**src/rtl/q_seq_bin_div.sv**
```systemverilog
// Sequential restoring divider: one quotient bit per shift/subtract state pair.
// The start/rdy handshake and the state layout match the shift-add multiplier.
`timescale 1ns/1ps
module q_seq_bin_div #(
  parameter int DP_WIDTH = 8
) (
  input  logic                clk,
  input  logic                rst,
  input  logic                start,
  input  logic [DP_WIDTH-1:0] dividend,
  input  logic [DP_WIDTH-1:0] divisor,
  output logic [DP_WIDTH-1:0] quotient,
  output logic [DP_WIDTH-1:0] remainder,
  output logic                rdy,
  output logic                div_by_zero
);

  localparam int BC_SIZE = $clog2(DP_WIDTH + 1);

  localparam logic [1:0] S_IDLE  = 2'd0;
  localparam logic [1:0] S_SHIFT = 2'd1;
  localparam logic [1:0] S_SUB   = 2'd2;

  // Handshake: start is taken at a rising edge only while rdy=1. rdy falls
  // after that edge and rises again once quotient/remainder are final; the
  // results then hold until the next accepted start or reset.
  logic [1:0]          state;
  logic [DP_WIDTH:0]   a;
  logic [DP_WIDTH-1:0] q;
  logic [DP_WIDTH-1:0] b;
  logic [BC_SIZE-1:0]  p;

  logic [DP_WIDTH:0] b_ext;
  logic              a_ge_b;
  logic [DP_WIDTH:0] a_minus_b;

  // The compare and subtract are one bit wider than the operands, because the
  // shifted partial remainder can reach 2*B-1.
  assign b_ext     = {1'b0, b};
  assign a_ge_b    = (a >= b_ext);
  assign a_minus_b = a - b_ext;

  always_ff @(posedge clk) begin
    if (rst) begin
      state       <= S_IDLE;
      a           <= '0;
      q           <= '0;
      b           <= '0;
      p           <= BC_SIZE'(DP_WIDTH);
      div_by_zero <= 1'b0;
    end else begin
      case (state)
        S_IDLE: begin
          if (start) begin
            if (divisor != '0) begin
              a           <= '0;
              q           <= dividend;
              b           <= divisor;
              p           <= BC_SIZE'(DP_WIDTH);
              div_by_zero <= 1'b0;
              state       <= S_SHIFT;
            end else begin
              // Divide by zero completes immediately with no busy cycle.
              div_by_zero <= 1'b1;
              q           <= '1;
              a           <= {1'b0, dividend};
            end
          end
        end
        S_SHIFT: begin
          a     <= {a[DP_WIDTH-1:0], q[DP_WIDTH-1]};
          q     <= {q[DP_WIDTH-2:0], 1'b0};
          p     <= p - BC_SIZE'(1);
          state <= S_SUB;
        end
        S_SUB: begin
          if (a_ge_b) begin
            a    <= a_minus_b;
            q[0] <= 1'b1;
          end else begin
            q[0] <= 1'b0;
          end
          state <= (p == '0) ? S_IDLE : S_SHIFT;
        end
        default: state <= S_IDLE;
      endcase
    end
  end

  assign quotient  = q;
  assign remainder = a[DP_WIDTH-1:0];
  assign rdy       = (state == S_IDLE);

endmodule

```
**config.mk**
```make
export PLATFORM = sky130hd
export DESIGN_NAME = q_seq_bin_div
export DESIGN_NICKNAME = d
export VERILOG_FILES = /design/src/rtl/q_seq_bin_div.sv
export SDC_FILE = /design/constraint.sdc
export NUM_CORES = 1
export LEC_CHECK = 0
export ABC_AREA = 1
export CORE_MARGIN = 2
export CORE_UTILIZATION = 45
export DETAILED_ROUTE_END_ITERATION = 10
export HOLD_SLACK_MARGIN = 0.05
export PLACE_DENSITY = 0.75
export SLEW_MARGIN = 20
export SYNTH_ARGS = -nofsm -noshare
export SYNTH_HDL_FRONTEND = slang
export SYNTH_SLANG_ARGS = --single-unit
```
**constraint.sdc**
```tcl
create_clock -name clk -period 2.8 [get_ports clk]
set_input_delay 0.28 -clock clk [delete_from_list [all_inputs] [get_ports clk]]
set_output_delay 0.28 -clock clk [all_outputs]
set_load 0.1 [all_outputs]
```
==> results of run 1 <==
## routing by layer
layer / global-route usage (%) / up-vias / routed length [um]
li1: - / 1162 / -
met1: 26.6 / 966 / 2580
met2: 34.3 / 51 / 2480
met3: 3.52 / 6 / 206
met4: 6.35 / 0 / 63
met5: 0 / - / 0
## worst max-delay path, delay by kind of cell (launching register included)
| family | cells | cell delay (ps) |
|---|---|---|
| AND/OR/NAND/NOR | 6 | 1070 |
| flip-flops | 1 | 370 |
| adder cells (fa/ha/maj) | 1 | 290 |
| buffers and inverters | 3 | 250 |
## cell usage after synthesis (3+ instances only)
cell type / count / share of area (%)
sky130_fd_sc_hd__nand4_1: 5 / 1.4
sky130_fd_sc_hd__a31oi_1: 8 / 2.3
sky130_fd_sc_hd__inv_2: 3 / 0.51
sky130_fd_sc_hd__o21ai_0: 29 / 6.5
sky130_fd_sc_hd__buf_2: 6 / 1.4
sky130_fd_sc_hd__nand2_1: 87 / 15
sky130_fd_sc_hd__dfxtp_1: 32 / 29
sky130_fd_sc_hd__clkbuf_1: 3 / 0.51
sky130_fd_sc_hd__ha_1: 14 / 7.9
sky130_fd_sc_hd__inv_1: 46 / 7.8
sky130_fd_sc_hd__nand2_2: 4 / 1.1
sky130_fd_sc_hd__buf_4: 9 / 3.0
sky130_fd_sc_hd__a21oi_1: 29 / 6.5
sky130_fd_sc_hd__nand3_2: 3 / 1.4
sky130_fd_sc_hd__nor2_1: 36 / 6.1
sky130_fd_sc_hd__nand3_1: 20 / 4.5
## worst max-delay path by stage
stage	slack, ps	end	startpoint	cells after the start
floorplan	560	p[3]$_SDFFE_PP1P_	state[0]$_SDFFE_PP0P_	9
global placement	760	p[3]$_SDFFE_PP1P_	divisor[5]	9
detailed placement	750	p[3]$_SDFFE_PP1P_	divisor[5]	9
CTS	740	a[5]$_SDFFE_PP0P_	state[0]$_SDFFE_PP0P_	10
global route	540	a[4]$_SDFFE_PP0P_	state[1]$_SDFFE_PP0P_	9
finish	710	a[5]$_SDFFE_PP0P_	state[0]$_SDFFE_PP0P_	10
## cell families after synthesis
group,Yosys count
xor+xnor,2
buf+inv,68
compound gates,69
flops,32
simple gates,161
fa+ha+maj,15
## area by class of cell
cell class                      instances  area (um^2)
Fill cell                             478         2150
Multi-Input combinational cell        247         1280
Sequential cell                        32          641
Timing Repair Buffer                   37          323
Inverter                               49          184
Clock buffer                            7         86.3
Tap cell                               67         83.8
Clock inverter                          1         7.51
## flip-flops by register name (all words and copies together), names as in the netlist
| register | cells |
|---|---|
| quotient | 8 |
| p | 4 |
| state | 2 |
| div_by_zero | 1 |
| b | 8 |
| a | 9 |
## per-stage QoR
step | instance area (um^2) | instances | util [%] | total power [W]
after floorplan | 2220 | 347 | - | 0.00211
after global placement | 2510 | 432 | 52.8 | 0.00238
after detailed placement | 2510 | 432 | 52.8 | 0.00240
after CTS | 2600 | 440 | 54.7 | 0.00278
after global routing | 2600 | 440 | 54.7 | 0.00299
final | 2600 | 440 | 54.7 | 0.00277
## where the power goes
group	internal (W)	total (W)	switching, W
sequential	0.000563	0.000657	0.0000946
clock	0.000200	0.000372	0.000172
combinational	0.000487	0.00174	0.00126
total	0.00125	0.00277	0.00152
==> metrics, run 1 <==
antenna-violating nets left 0; number of global-route vias before repair 1972; number of diodes added for antenna fixing 0; count of buffers inserted at the top-level ports 36; CTS tree done; fraction of the mapped netlist area in compound gates 16.4%; Post-Route Hold Slack 470 ps; synthesized-area fraction occupied by xor and xnor cells 0.788%; slowest library cell on the worst path sky130_fd_sc_hd__nor2_1; nature of the critical path endpoint flop; post-synthesis share of cell area spent on full adders, half adders and majority gates 8.78%; cells along the critical path inv_1 -> ha_1 -> inv_1 -> nor2_1 -> nor2_1 -> nand2_1 -> nand2_1 -> nand2_1 -> inv_1 -> nor2_1; share of the yosys chip area belonging to registers 28.8%; total gr overflow 0; timing-limited maximum frequency 0.479 GHz; Register-to-Register Path Depth 10; largest stage delay on the critical path 630 ps; worst reg2reg path endpoint a[5]$_SDFFE_PP0P_; CTS Root Buffer Type sky130_fd_sc_hd__clkbuf_8; cell area after technology mapping 2220 um^2; main combinational cell family by area after synthesis simple AND/OR/NAND/NOR gates; number of warnings reported in the yosys synthesis log 0; Worst Hold Path Cells 2; Vias/cell 4.97; outcome completed; share of cell area taken by muxes after synthesis 0%; Slew Viols, Final 0; net count of the finished layout 406; maximum number of pins on one net before global-route repair 27; critical path start-end classification reg2reg; total number of placement rows 25; first-pass GRT wire length 8750 um; drc violations 0; most common cell after layout, fill and taps aside sky130_fd_sc_hd__nand2_1; fraction of synthesis flops using an asynchronous set or reset pin 0%; Crit path required time 2970 ps; Worst Hold Endpoint p[0]$_SDFFE_PP0P_; element type at the critical path start flop; number of levels the H-tree was split into 2; DR iter-0 viols 119; highest fanout seen on the critical path 15; synthesized area per cell 6.40 um^2; number of flops mapped to enable cells by yosys 0; count of mapped cells out of synthesis 347; startpoint of the most critical hold path p[0]$_SDFFE_PP0P_; Setup TNS 0 ps; syn nets 381; total wirelength of the detailed-routed design 5330 um; latest clock arrival within the worst-skew pair 280 ps; actual slew at the worst max-slew pin 817 ps; number of flip-flops and latches in the synthesized netlist 32; setup ws final 711 ps; area fraction in and, or, nand and nor cells after synthesis 31.5%; type of the most critical hold path reg2reg; initial antenna violation count 0; post-cts hold buffer count 0; Area growth, synth to finish 17.1%; worst slack after detailed placement 752 ps; number of detailed-route iterations in the first pass 5; most frequent cells in the layout 87 x sky130_fd_sc_hd__nand2_1, 46 x sky130_fd_sc_hd__inv_1, 36 x sky130_fd_sc_hd__nor2_1; Initial Util 46.7%; unrepaired setup endpoints after global routing false; deepest clock path buffer count 2; Setup Skew 11.7 ps; die area 5520 um^2; VDD IR max 592 uV; leak pwr 1.22 nW; total clock buffers created by CTS 5; Hold Violations, Final 0; Final period util 74.6%; clk slew on worst S/H paths 70 ps; die outline width 74.3 um; Post-CTS Resized 0; CTS sink cnt 32; maxcap violations 0; core footprint 4750 um^2; half-perimeter wire length after detailed placement 4070 um; Unique masters post-synth 29; startpoint of the lowest-slack register-to-register path state[0]$_SDFFE_PP0P_; number of I/O pins 37; flip-flop cell with the highest count after synthesis sky130_fd_sc_hd__dfxtp_1; clock period minus final worst setup slack 2090 ps; wire length per cell 12.1 um; layout cell share with drive strength beyond 1 10.7%; GRT Total Usage 20.3%; vias 2185; setup repair bufs after CTS 0; worst slew margin relative to its limit 45.3%; power density normalized to cell area 1070 nW/um^2; setup slack of the worst register-to-register path 710 ps; Die Y 74.3 um; endpoint arrival time on the critical path 2250 ps; final weighted congestion in routability-driven placement 0.930; final setup violating endpoints 0
Power figures use the tool's default switching activity.
==> run 2: changes to the inputs <==
--- a/config.mk
+++ b/config.mk
@@ -10,7 +10,7 @@
 export CORE_UTILIZATION = 45
 export DETAILED_ROUTE_END_ITERATION = 10
 export HOLD_SLACK_MARGIN = 0.05
-export PLACE_DENSITY = 0.75
+export PLACE_DENSITY = 0.78
 export SLEW_MARGIN = 20
 export SYNTH_ARGS = -nofsm -noshare
 export SYNTH_HDL_FRONTEND = slang
==> constraint.sdc (replaced) <==
create_clock -name clk -period 1.7 [get_ports clk]
set_input_delay 0.17 -clock clk [delete_from_list [all_inputs] [get_ports clk]]
set_output_delay 0.17 -clock clk [all_outputs]
set_load 0.1 [all_outputs]
==> run 2 against run 1 <==
  * The run now ends with setup timing left
  * Cell area increased by 30%
  * Register-to-register slack got worse by 760 ps
  * Sequential power increased by 66%
  * First-iteration DRC count increased by 48%
  * Via count increased by 17%
  * Clock power increased by 67%
  * Worst hold slack about the same
  * Non-clock buffer count increased by 44
  * Setup slack got worse by 760 ps
  * Critical endpoint is now a[8]$_SDFFE_PP0P_
  * Sequential share of layout area decreased by 5.4 points
  * Sequential cell count unchanged
==> metrics, run 2 (synthesis gave the netlist of run 1 again) <==
number of global-route vias before repair 2414 (+22%); half-perimeter wire length after detailed placement 4590 um (+13%); power density normalized to cell area 1800 nW/um^2 (+69%); Setup Skew 3.84 ps (-7.90 ps); setup ws final -46.1 ps (-757 ps); clock period minus final worst setup slack 1750 ps (-343 ps); Seq. cell area 651 um^2 (+1.6%); outcome finished with violations; total number of placement rows 25 (unchanged); net count of the finished layout 452 (+11%); CTS sink cnt 32 (unchanged); Largest register FFs 9 (unchanged); Register-to-Register Path Depth 13 (+3); critical path start-end classification reg2reg; global route hottest layer met2; Setup TNS -94.7 ps (-94.7 ps); vias 2546 (+17%); initial antenna violation count 0 (unchanged); unrepaired setup endpoints after global routing true; register ranked first by flip-flop count a; number of levels the H-tree was split into 2 (unchanged); Worst Hold Path Cells 2 (unchanged); deepest clock path buffer count 2 (unchanged); Slew Viols, Final 0 (unchanged); DR iter-0 viols 176 (+48%); antenna-violating nets left 0 (unchanged); most common cell after layout, fill and taps aside sky130_fd_sc_hd__nand2_1; Vias/cell 5.24 (+5.5%); latest clock arrival within the worst-skew pair 290 ps (about the same); violations in the final reports setup timing; most frequent cells in the layout 69 x sky130_fd_sc_hd__nand2_1, 51 x sky130_fd_sc_hd__buf_4, 34 x sky130_fd_sc_hd__inv_1; final setup violating endpoints 3 (+3); worst slew margin relative to its limit 77.1% (+32 points); met2 Resource Use GR 42.1% (+7.7 points); setup slack of the worst register-to-register path -50 ps (-760 ps); layout cell share with drive strength beyond 1 35.8% (+25 points); highest fanout seen on the critical path 4 (-11); startpoint of the lowest-slack register-to-register path a[0]$_SDFFE_PP0P_; type of the most critical hold path reg2reg; Hold Violations, Final 0 (unchanged); Area growth, synth to finish 52.0%; count of buffers inserted at the top-level ports 36 (unchanged); number of detailed-route iterations in the first pass 4 (-1); total wirelength of the detailed-routed design 7000 um (+31%); Crit path required time 1890 ps (-1080 ps); number of fill cells in the layout 397 (-17%); final weighted congestion in routability-driven placement 0.881 (-5.4%); global-route met1 utilization 31.6% (+5.0 points); element type at the critical path start flop; Worst Hold Endpoint p[1]$_SDFFE_PP0P_; total clock buffers created by CTS 5 (unchanged); CTS Root Buffer Type sky130_fd_sc_hd__clkbuf_8; clk slew on worst S/H paths 70 ps (about the same); endpoint arrival time on the critical path 1940 ps (-310 ps); Final period util 103% (+28 points); Die Y 74.3 um (unchanged); number of I/O pins 37 (unchanged); wire length per cell 14.4 um (+19%); actual slew at the worst max-slew pin 340 ps (-477 ps); nature of the critical path endpoint flop; Initial Util 46.7% (unchanged); GRT Total Usage 25.6% (+5.3 points); die area 5520 um^2 (unchanged); die outline width 74.3 um (unchanged); timing-limited maximum frequency 0.573 GHz (+20%); worst reg2reg path endpoint a[8]$_SDFFE_PP0P_; drc violations 0 (unchanged); number of diodes added for antenna fixing 0 (unchanged); final core area utilization 71.1% (+16 points); maximum number of pins on one net before global-route repair 27 (unchanged); core footprint 4750 um^2 (unchanged); startpoint of the most critical hold path p[1]$_SDFFE_PP0P_; CTS tree done; total gr overflow 0 (unchanged); met3 routing resource usage after global routing 5.28% (+1.8 points); VDD IR max 1060 uV (+78%); maxcap violations 0 (unchanged); leak pwr 1.52 nW (+24%); area of the multi-input gates 1570 um^2 (+23%); first-pass GRT wire length 10900 um (+24%)
run 2: cell count changes in the layout (fill, tap and decap cells not counted), sizes merged:
cell,delta
clkinvlp,+1
buf,+44
clkinv,+2
inv,-1
nand3,+1
clkbuf,-1
run 2: worst max path at each step:
| stage | startpoint | to | slack (ps) | depth (start not counted) |
|---|---|---|---|---|
| after floorplan | a[0]$_SDFFE_PP0P_ | a[8]$_SDFFE_PP0P_ | 7 | 13 |
| after global placement | a[0]$_SDFFE_PP0P_ | a[6]$_SDFFE_PP0P_ | -110 | 12 |
| after detailed placement | a[0]$_SDFFE_PP0P_ | a[6]$_SDFFE_PP0P_ | -150 | 13 |
| after CTS | a[0]$_SDFFE_PP0P_ | a[6]$_SDFFE_PP0P_ | -10 | 13 |
| after global routing | a[0]$_SDFFE_PP0P_ | a[8]$_SDFFE_PP0P_ | -110 | 13 |
| final | a[0]$_SDFFE_PP0P_ | a[8]$_SDFFE_PP0P_ | -50 | 13 |
run 2: area by class of cell:
| class | count | area share, % |
|---|---|---|
| tap | 67 | 2.48 |
| inverter | 49 | 5.56 |
| timing repair buffer | 81 | 23.3 |
| clock inverter | 2 | 0.296 |
| sequential | 32 | 19.3 |
| multi-input combinational | 248 | 46.6 |
| timing repair inverter | 1 | 0.148 |
| clock buffer | 6 | 2.44 |
run 2: per-layer routing:
layer	part of all wire, %	vias up
met5	0	-
met4	3.7	0
met3	6.1	23
met2	49	101
met1	41	1167
li1	-	1255
run 2: where the power goes:
part	switching, W	total, W	leakage, nW	internal (W)
logic	0.00267	0.00437	1.20	0.00170
registers	0.000160	0.00109	0.267	0.000935
clock network	0.000298	0.000621	0.0510	0.000323
total	0.00313	0.00609	1.52	0.00296
run 2: metrics by stage:
step	cell area, um^2	setup slack [ps]	instances	hold slack [ps]	power (W)
global placement	2930	-112	470	449	0.00456
finish	3380	-46.1	486	470	0.00609
detailed placement	2930	-147	470	461	0.00461
floorplan	2230	7.07	347	239	0.00350
global route	3380	-108	486	500	0.00644
CTS	3120	-13.9	478	472	0.00541
run 2: timing repair:
action / 4_1_cts / 5_1_grt
hold buffers: 0 / 0
gates resized for setup: 19 / 59
setup endpoints to repair: 9 / 22
hold endpoints to repair: 0 / 0
gates cloned: 0 / 2
pin swaps: 8 / 23
setup buffers: 0 / 6
run 2: worst max-delay path: stages (launching register included):
cell and delay (ps):
sky130_fd_sc_hd__dfxtp_2 340, sky130_fd_sc_hd__inv_2 50, sky130_fd_sc_hd__ha_4 150, sky130_fd_sc_hd__fa_2 330, sky130_fd_sc_hd__inv_2 80, sky130_fd_sc_hd__nand2_4 60, sky130_fd_sc_hd__nand2_4 110, sky130_fd_sc_hd__nand3_2 90
sky130_fd_sc_hd__nand2_1 80, sky130_fd_sc_hd__nand2_1 50, sky130_fd_sc_hd__nand3_1 60, sky130_fd_sc_hd__nand2_1 70, sky130_fd_sc_hd__a21oi_2 130, sky130_fd_sc_hd__nor2_1 50
